$ cat src/rtl/icache.sv
// Direct-mapped instruction cache between fetch and the memory controller's
// instruction port. One-word lines, one outstanding miss, flush/replay support.
// Build option: define ICACHE_EN to instantiate the valid/tag/data array;
// without it every lookup takes the miss path and responses are only forwarded.
//
// state    | meaning
// ---------+------------------------------------------------------------
// S_IDLE   | no miss outstanding; iIF_En performs a lookup
// S_WAIT   | one memory request outstanding, waiting for iMC_En
// S_REPLAY | lookup of the request parked during WAIT (or a fresh one)
module icache #(
    parameter int INDEX_W   = 8,
    parameter int MEM_ADD_W = 32,
    parameter int INS_DAT_W = 32
) (
    input  logic                 clk,
    input  logic                 rst,
    input  logic                 en,
    input  logic                 iIF_En,
    input  logic [MEM_ADD_W-1:0] iIF_Pc,
    input  logic                 iIF_Flush,
    output logic                 oIF_En,
    output logic [INS_DAT_W-1:0] oIF_Ins,
    output logic                 oMC_En,
    output logic [MEM_ADD_W-1:0] oMC_Pc,
    input  logic                 iMC_En,
    input  logic [INS_DAT_W-1:0] iMC_Ins
);
    localparam int WORD_W = MEM_ADD_W - 2;

    typedef enum logic [1:0] {S_IDLE, S_WAIT, S_REPLAY} state_t;

    state_t               state_q, state_d;
    logic                 drop_q, drop_d;
    logic                 pend_q, pend_d;
    logic [WORD_W-1:0]    pend_pc_q, pend_pc_d;
    logic [WORD_W-1:0]    mc_word_q, mc_word_d;
    logic                 if_en_q, if_en_d;
    logic [INS_DAT_W-1:0] if_ins_q, if_ins_d;
    logic                 mc_en_q, mc_en_d;

    logic                 lk_req;
    logic [WORD_W-1:0]    lk_word;
    logic                 lk_hit;
    logic [INS_DAT_W-1:0] lk_data;
    logic                 fill_we;

    // Byte offset of the fetch address carries no information.
    logic unused_pc_bits;
    assign unused_pc_bits = ^iIF_Pc[1:0];

    // Lookup source: fresh request in IDLE, parked or overriding request in REPLAY.
    assign lk_req  = ((state_q == S_IDLE) && iIF_En) || (state_q == S_REPLAY);
    assign lk_word = ((state_q == S_REPLAY) && !iIF_En) ? pend_pc_q
                                                        : iIF_Pc[MEM_ADD_W-1:2];

`ifdef ICACHE_EN
    localparam int LINES = 1 << INDEX_W;
    localparam int TAG_W = WORD_W - INDEX_W;

    logic [LINES-1:0]     valid_q;
    logic [TAG_W-1:0]     tag_q  [LINES];
    logic [INS_DAT_W-1:0] data_q [LINES];
    logic [INDEX_W-1:0]   lk_idx;
    logic [INDEX_W-1:0]   fill_idx;

    assign lk_idx   = lk_word[INDEX_W-1:0];
    assign fill_idx = mc_word_q[INDEX_W-1:0];
    assign lk_hit   = valid_q[lk_idx] && (tag_q[lk_idx] == lk_word[WORD_W-1:INDEX_W]);
    assign lk_data  = data_q[lk_idx];

    // Valid bits: cleared by reset, set when a miss response fills the line.
    always_ff @(posedge clk) begin
        if (rst)
            valid_q <= '0;
        else if (en && fill_we)
            valid_q[fill_idx] <= 1'b1;
    end

    // Tag/data storage, written at the latched miss index on response.
    always_ff @(posedge clk) begin
        if (en && fill_we) begin
            tag_q[fill_idx]  <= mc_word_q[WORD_W-1:INDEX_W];
            data_q[fill_idx] <= iMC_Ins;
        end
    end
`else
    logic unused_fill;
    assign unused_fill = fill_we;
    assign lk_hit      = 1'b0;
    assign lk_data     = '0;
`endif

    // Next-state and output pulse logic.
    always_comb begin
        state_d   = state_q;
        drop_d    = drop_q;
        pend_d    = pend_q;
        pend_pc_d = pend_pc_q;
        mc_word_d = mc_word_q;
        if_ins_d  = if_ins_q;
        if_en_d   = 1'b0;
        mc_en_d   = 1'b0;
        fill_we   = 1'b0;

        case (state_q)
            S_IDLE: begin
                if (iIF_Flush)
                    pend_d = 1'b0;
            end
            S_REPLAY: begin
                pend_d  = 1'b0;
                state_d = S_IDLE;
            end
            S_WAIT: begin
                if (iIF_Flush)
                    drop_d = 1'b1;
                // A request during WAIT is only accepted once fetch has flushed.
                if (iIF_En && (drop_q || iIF_Flush)) begin
                    pend_d    = 1'b1;
                    pend_pc_d = iIF_Pc[MEM_ADD_W-1:2];
                end
                if (iMC_En) begin
                    fill_we = 1'b1;
                    if (!(drop_q || iIF_Flush)) begin
                        if_en_d  = 1'b1;
                        if_ins_d = iMC_Ins;
                    end
                    state_d = pend_d ? S_REPLAY : S_IDLE;
                end
            end
            default: state_d = S_IDLE;
        endcase

        if (lk_req) begin
            if (lk_hit) begin
                if_en_d  = 1'b1;
                if_ins_d = lk_data;
            end else begin
                mc_en_d   = 1'b1;
                mc_word_d = lk_word;
                drop_d    = 1'b0;
                state_d   = S_WAIT;
            end
        end
    end

    // Control registers; reset wins over en, en=0 freezes everything.
    always_ff @(posedge clk) begin
        if (rst) begin
            state_q   <= S_IDLE;
            drop_q    <= 1'b0;
            pend_q    <= 1'b0;
            pend_pc_q <= '0;
            mc_word_q <= '0;
            if_en_q   <= 1'b0;
            if_ins_q  <= '0;
            mc_en_q   <= 1'b0;
        end else if (en) begin
            state_q   <= state_d;
            drop_q    <= drop_d;
            pend_q    <= pend_d;
            pend_pc_q <= pend_pc_d;
            mc_word_q <= mc_word_d;
            if_en_q   <= if_en_d;
            if_ins_q  <= if_ins_d;
            mc_en_q   <= mc_en_d;
        end
    end

    // Pulses are masked while frozen so a held register is never seen twice.
    assign oIF_En  = if_en_q & en;
    assign oMC_En  = mc_en_q & en;
    assign oIF_Ins = if_ins_q;
    assign oMC_Pc  = {mc_word_q, 2'b00};

endmodule

$ cat config.mk
export PLATFORM = sky130hd
export DESIGN_NAME = icache
export DESIGN_NICKNAME = d
export VERILOG_FILES = /design/src/rtl/icache.sv
export SDC_FILE = /design/constraint.sdc
export NUM_CORES = 1
export LEC_CHECK = 0
export BUFFER_PORTS_ARGS = -buffer_cell sky130_fd_sc_hd__clkbuf_2
export CAP_MARGIN = 10
export CORE_MARGIN = 5
export CORE_UTILIZATION = 56
export DETAILED_ROUTE_END_ITERATION = 8
export PLACE_DENSITY = 0.82
export RECOVER_POWER = 25
export SLEW_MARGIN = 20
export SYNTH_ARGS = -nofsm -noshare
export SYNTH_HDL_FRONTEND = slang
export SYNTH_SLANG_ARGS = --single-unit
$ cat constraint.sdc
create_clock -name clk -period 2.52 [get_ports clk]
set_input_delay 0.504 -clock clk [delete_from_list [all_inputs] [get_ports clk]]
set_output_delay 0.504 -clock clk [all_outputs]
set_load 0.005 [all_outputs]
## Word-level counts from Yosys, hierarchy flattened

Cells that the tools add are included.

- Register bits: 98
- Bits of input ports: 70
- Output and inout port bits: 66
- Word-level logic and storage cells: 48

- Equal/unequal tests: 5
- Mux-type cells: 16
- Bitwise operators: 3
- Reduce and logical (&&, ||, !) cells: 16

Operators with widths:

| kind | count |
|---|---|
| $mux 30 | 1 |
| $reduce_and 3->1 | 4 |
| $mux 1 | 10 |
| $mux 2 | 3 |
| $ne 2x2->1 const B | 2 |
| $pmux 2 s2 | 1 |
| $reduce_and 4->1 | 1 |
| $reduce_bool 2->1 | 2 |
| $logic_and 1x1->1 | 3 |
| $ne 3x3->1 const B | 1 |
| $pmux 1 s3 | 1 |
| $reduce_bool 3->1 | 1 |
| $and 1x1->1 | 2 |
| $eq 2x1->1 const B | 1 |
| $eq 2x2->1 const B | 1 |
| $logic_not 2->1 | 1 |
| $logic_or 1x1->1 | 2 |
| $reduce_and 2->1 | 1 |
| $logic_not 1->1 | 1 |
| $not 1->1 | 1 |

## Longest topological paths before layout

- Word-level depth: 8
- Gate-level depth with buffers: 6
- Depth with buffers taken out: 3

## Least setup slack after synthesis

Ideal clock, no wire load.

- Kind: input to register
- Start point: input en
- End point: register mc_word_q[10]
- Setup time: 0.138 ns
- Data arrival time: 1.289 ns
- Data required time: 2.382 ns
- Slack: 1.093 ns
- Stages on the path: 5
- Buffers on the path: 3
- Path through: buf_2 > and2b_4 > buf_6 > clkbuf_1 > a211oi_1

- Word-level cells in the longest chain between the ends: 1

RTL lines:

| what | RTL line | source |
|---|---|---|
| start, declared | 18 | `input logic en,` |
| $reduce_and 2->1 (no line) | - |  |
| end signal, assigned | 164 | `mc_word_q <= mc_word_d;` |
| end, declared | 37 | `logic [WORD_W-1:0] mc_word_q, mc_word_d;` |

Every way passes these cells.
A chain may end at the register's enable or synchronous reset.

## Final worst setup path

- Start point: register state_q[1]
- End point: register mc_word_q[29]

- Word-level cells in the longest chain between the ends: 4
- Elaborated cells between the ends (all ways): 7
- Those cells by class: eq/ne (1); mux (1); reduce/logical (5)

RTL lines:

| what | RTL line | source |
|---|---|---|
| start, declared | 33 | `state_t state_q, state_d;` |
| start signal, assigned | 160 | `state_q <= state_d;` |
| $logic_not 2->1 | 53 | `assign lk_req = ((state_q == S_IDLE) && iIF_En) \|\| (state_q == S_REPLAY);` |
| $logic_and 1x1->1 | 53 |  |
| $logic_or 1x1->1 | 53 |  |
| $reduce_and 2->1 (no line) | - |  |

Parallel ways exist; a longest one is shown, timed or not.

==> flow_metrics.tcl <==
set metrics [dict create \
    run_status "finished, final reports clean" \
    gr-usage-all-layers 0.215 \
    ios 136 \
    crit_chain "clkbuf_2 > or2b_1 > mux2i_1 > a211oi_1" \
    gr-max-usage-layer "met2" \
    globalRouteMet2Util 0.375 \
    min_period_over_period 0.744 \
    final.setup.tns_ps 0 \
    r2r_cells 4 \
    ys_types 29 \
    holdCritStartpoint "iMC_Ins[13]" \
    wirelength_um 11000 \
    fp.dieW_um 100 \
    max_stage_delay_ps 790 \
    root_buffer "clkbuf_8" \
    synth_cells 484 \
    dieArea_mm2 0.0100 \
    yosys.area.top_type "dfxtp_1" \
    skew_ps 15.7 \
    setup_ws_ps 645 \
    grt-ovfl-total 0 \
    grt_start_max_net_pins 56 \
    startpoint_type "register" \
    num_rows 32 \
    cts.sinks 98 \
    diodes 0 \
    ys_ff_latch 98 \
    cp_max_fo 53 \
    hold_end "oIF_Ins[13]$_SDFFE_PP0P_" \
    reg2reg_from "state_q[1]$_SDFFE_PP0P_" \
    worstPathRequired_ps 2750 \
    stdcell_count 694 \
    nets 657 \
    seq_area_frac_synth 0.432 \
    grt_pass1_wl_um 17900 \
    p_per_area_mw_per_mm2 569 \
    start_util 0.582 \
    syn_area_mm2 0.00454 \
    cts-resized-gates 0 \
    cts_hold_buf 0 \
    via_per_inst 5.55 \
    core_mm2 0.00781 \
    regToRegSetupSlack_ps 650 \
    clk_pin_slew_ps 100 \
    path_class "register to register" \
    grt_pass1_vias 3850 \
    synth_top_cell_area_share 0.432 \
    n_fill_cell 638 \
    first_iter_violations 150 \
    timing.rr.end "mc_word_q[29]$_SDFFE_PP0P_" \
    drtAntennaViolNets 0 \
    crit_family "buffers and inverters" \
    dieHeight_um 100 \
    leakage_uw 0.00204 \
    post_drt_wl_per_cell_um 15.8 \
    vdd_drop_max_uv 352 \
    drive_gt1_frac 0.243 \
    gp_congestion 0.757 \
    hold_path.class "input pin to register" \
    port_buffers 131 \
    area_delta_synth_final_pct 18.2 \
    first_pass_iters 5 \
    cap_violations 0 \
    setup_viol 0 \
    post-route-min-period_ps 1870 \
    postCtsSetupBuffers 0 \
    gr-usage-met1 0.274 \
    drc 0 \
    place_hpwl_um 7390 \
    syn_avg_cell_area_um2 9.39 \
    path_buf_inv 1 \
    rsz0062_at_grt "no" \
    timing.hold.ws_ps 378 \
    slew_headroom 0.349 \
    fmax_mhz 533 \
    met3_usage 0.0438 \
    cts-htree-levels 3 \
    cp_slowest_cell "clkbuf_2" \
    worst_pin_slew_ps 976 \
    pre_cts_ws_ps 696 \
    antenna_found_initial 0 \
    cts_buffers 9 \
    slew_violations 0 \
    num_vias 3855 \
    yosys-top-cells-area "dfxtp_1 43%, mux2i_1 14%, nand2b_1 13%" \
    clockBufferDepth 2 \
    arrival_ps 2100 \
    yosysWarnings 0 \
    hold_depth 3 \
    cts_tree "built" \
    dp_cells 678 \
    hold_viol 0 \
    cp-end-kind "register" \
    clk-insertion-delay-late_ps 360 \
]
==> power breakdown <==
part / switching, µW / internal [µW] / leakage [µW]
combinational: 201 / 162 / 0.00114
sequential: 26.9 / 1590 / 0.000796
clock: 524 / 543 / 0.000106
total: 752 / 2300 / 0.00204
==> worst max-delay path by stage <==
stage	startpoint	to	depth (start not counted)
final	state_q[1]$_SDFFE_PP0P_	mc_word_q[29]$_SDFFE_PP0P_	4
after global routing	state_q[1]$_SDFFE_PP0P_	mc_word_q[29]$_SDFFE_PP0P_	4
after CTS	state_q[1]$_SDFFE_PP0P_	mc_word_q[25]$_SDFFE_PP0P_	3
after detailed placement	en	mc_word_q[8]$_SDFFE_PP0P_	5
after global placement	iIF_En	mc_word_q[25]$_SDFFE_PP0P_	4
after floorplan	en	mc_word_q[10]$_SDFFE_PP0P_	5
==> synthesized netlist by cell type (all sizes together) <==
cell type / number
and2: 3
nor3: 1
nor2: 1
a211oi: 30
conb: 1
or2b: 1
o31ai: 30
and4b: 1
o21a: 1
nor3b: 2
nand3: 30
or2: 1
a21oi: 65
o21ai: 4
and2b: 1
o21ba: 1
dfxtp: 98
nand2: 4
mux2i: 62
and3b: 1
buf: 30
nand2b: 92
clkbuf: 23
nor2b: 1
==> area by class of cell <==
class                      count  area (µm²)  share of cell area
tap                          102         128              0.0238
multi-input combinational    334        2300               0.428
sequential                    98        1960               0.366
clock inverter                 3        46.3             0.00862
timing repair buffer         144         763               0.142
clock buffer                  13         169              0.0315
==> layer usage <==
metal,vias to the layer above,part of all wire
li1,1912,-
met1,1817,0.45
met2,116,0.48
met3,10,0.057
met4,0,0.0089
met5,-,0
==> placed cells by master, fill, tap and decap left out <==
cell and n:
dfxtp_2 1, o21ai_0 3, bufinv_16 1, nand2_1 4
nand3_1 30, nor3_1 1, nor2b_1 1, and3b_1 1
nor2_1 1, mux2i_1 62, or2_2 1, clkinv_4 1
and4b_1 1, buf_12 3, a21oi_1 65, o21ba_2 1
o21ai_2 1, clkbuf_8 12, nor3b_4 2, o31ai_1 30
dfxtp_1 97, o21a_1 1, clkinvlp_4 1, and2b_4 1
and2_1 3, conb_1 2, or2b_1 1, nand2b_1 92
clkbuf_2 109, buf_4 10, a211oi_1 30, clkbuf_1 23
==> worst reg2reg max path: stages (launching register included) <==
cell,delay (ps)
dfxtp_2,460
clkbuf_2,800
or2b_1,300
mux2i_1,130
a211oi_1,80
==> metrics by stage <==
step	util	total power, µW	area (µm²)
3_5_place_dp	0.664	2020	5180
4_1_cts	0.692	3070	5400
2_1_floorplan	-	1880	4550
3_3_place_gp	0.664	2010	5180
5_1_grt	0.688	3190	5370
6_report	0.688	3050	5370
==> state kept, by name, summed over array words and instances, names as in the netlist <==
name       flops
oIF_Ins       32
mc_en_q        1
pend_q         1
mc_word_q     30
pend_pc_q     30
if_en_q        1
drop_q         1
state_q        2
==> cell families (layout without fill, tap and decap cells) <==
| kind of cell | count (synthesis) | after routing | synth area share |
|---|---|---|---|
| and+or+nand+nor | 139 | 139 | 0.187 |
| AOI/OAI and AO/OA | 131 | 131 | 0.179 |
| DFF | 98 | 98 | 0.432 |
| muxes | 62 | 62 | 0.137 |
| buffers and inverters | 53 | 160 | 0.0650 |
| other | 1 | 2 | 0.000825 |
(Power assumes the default switching activity.)
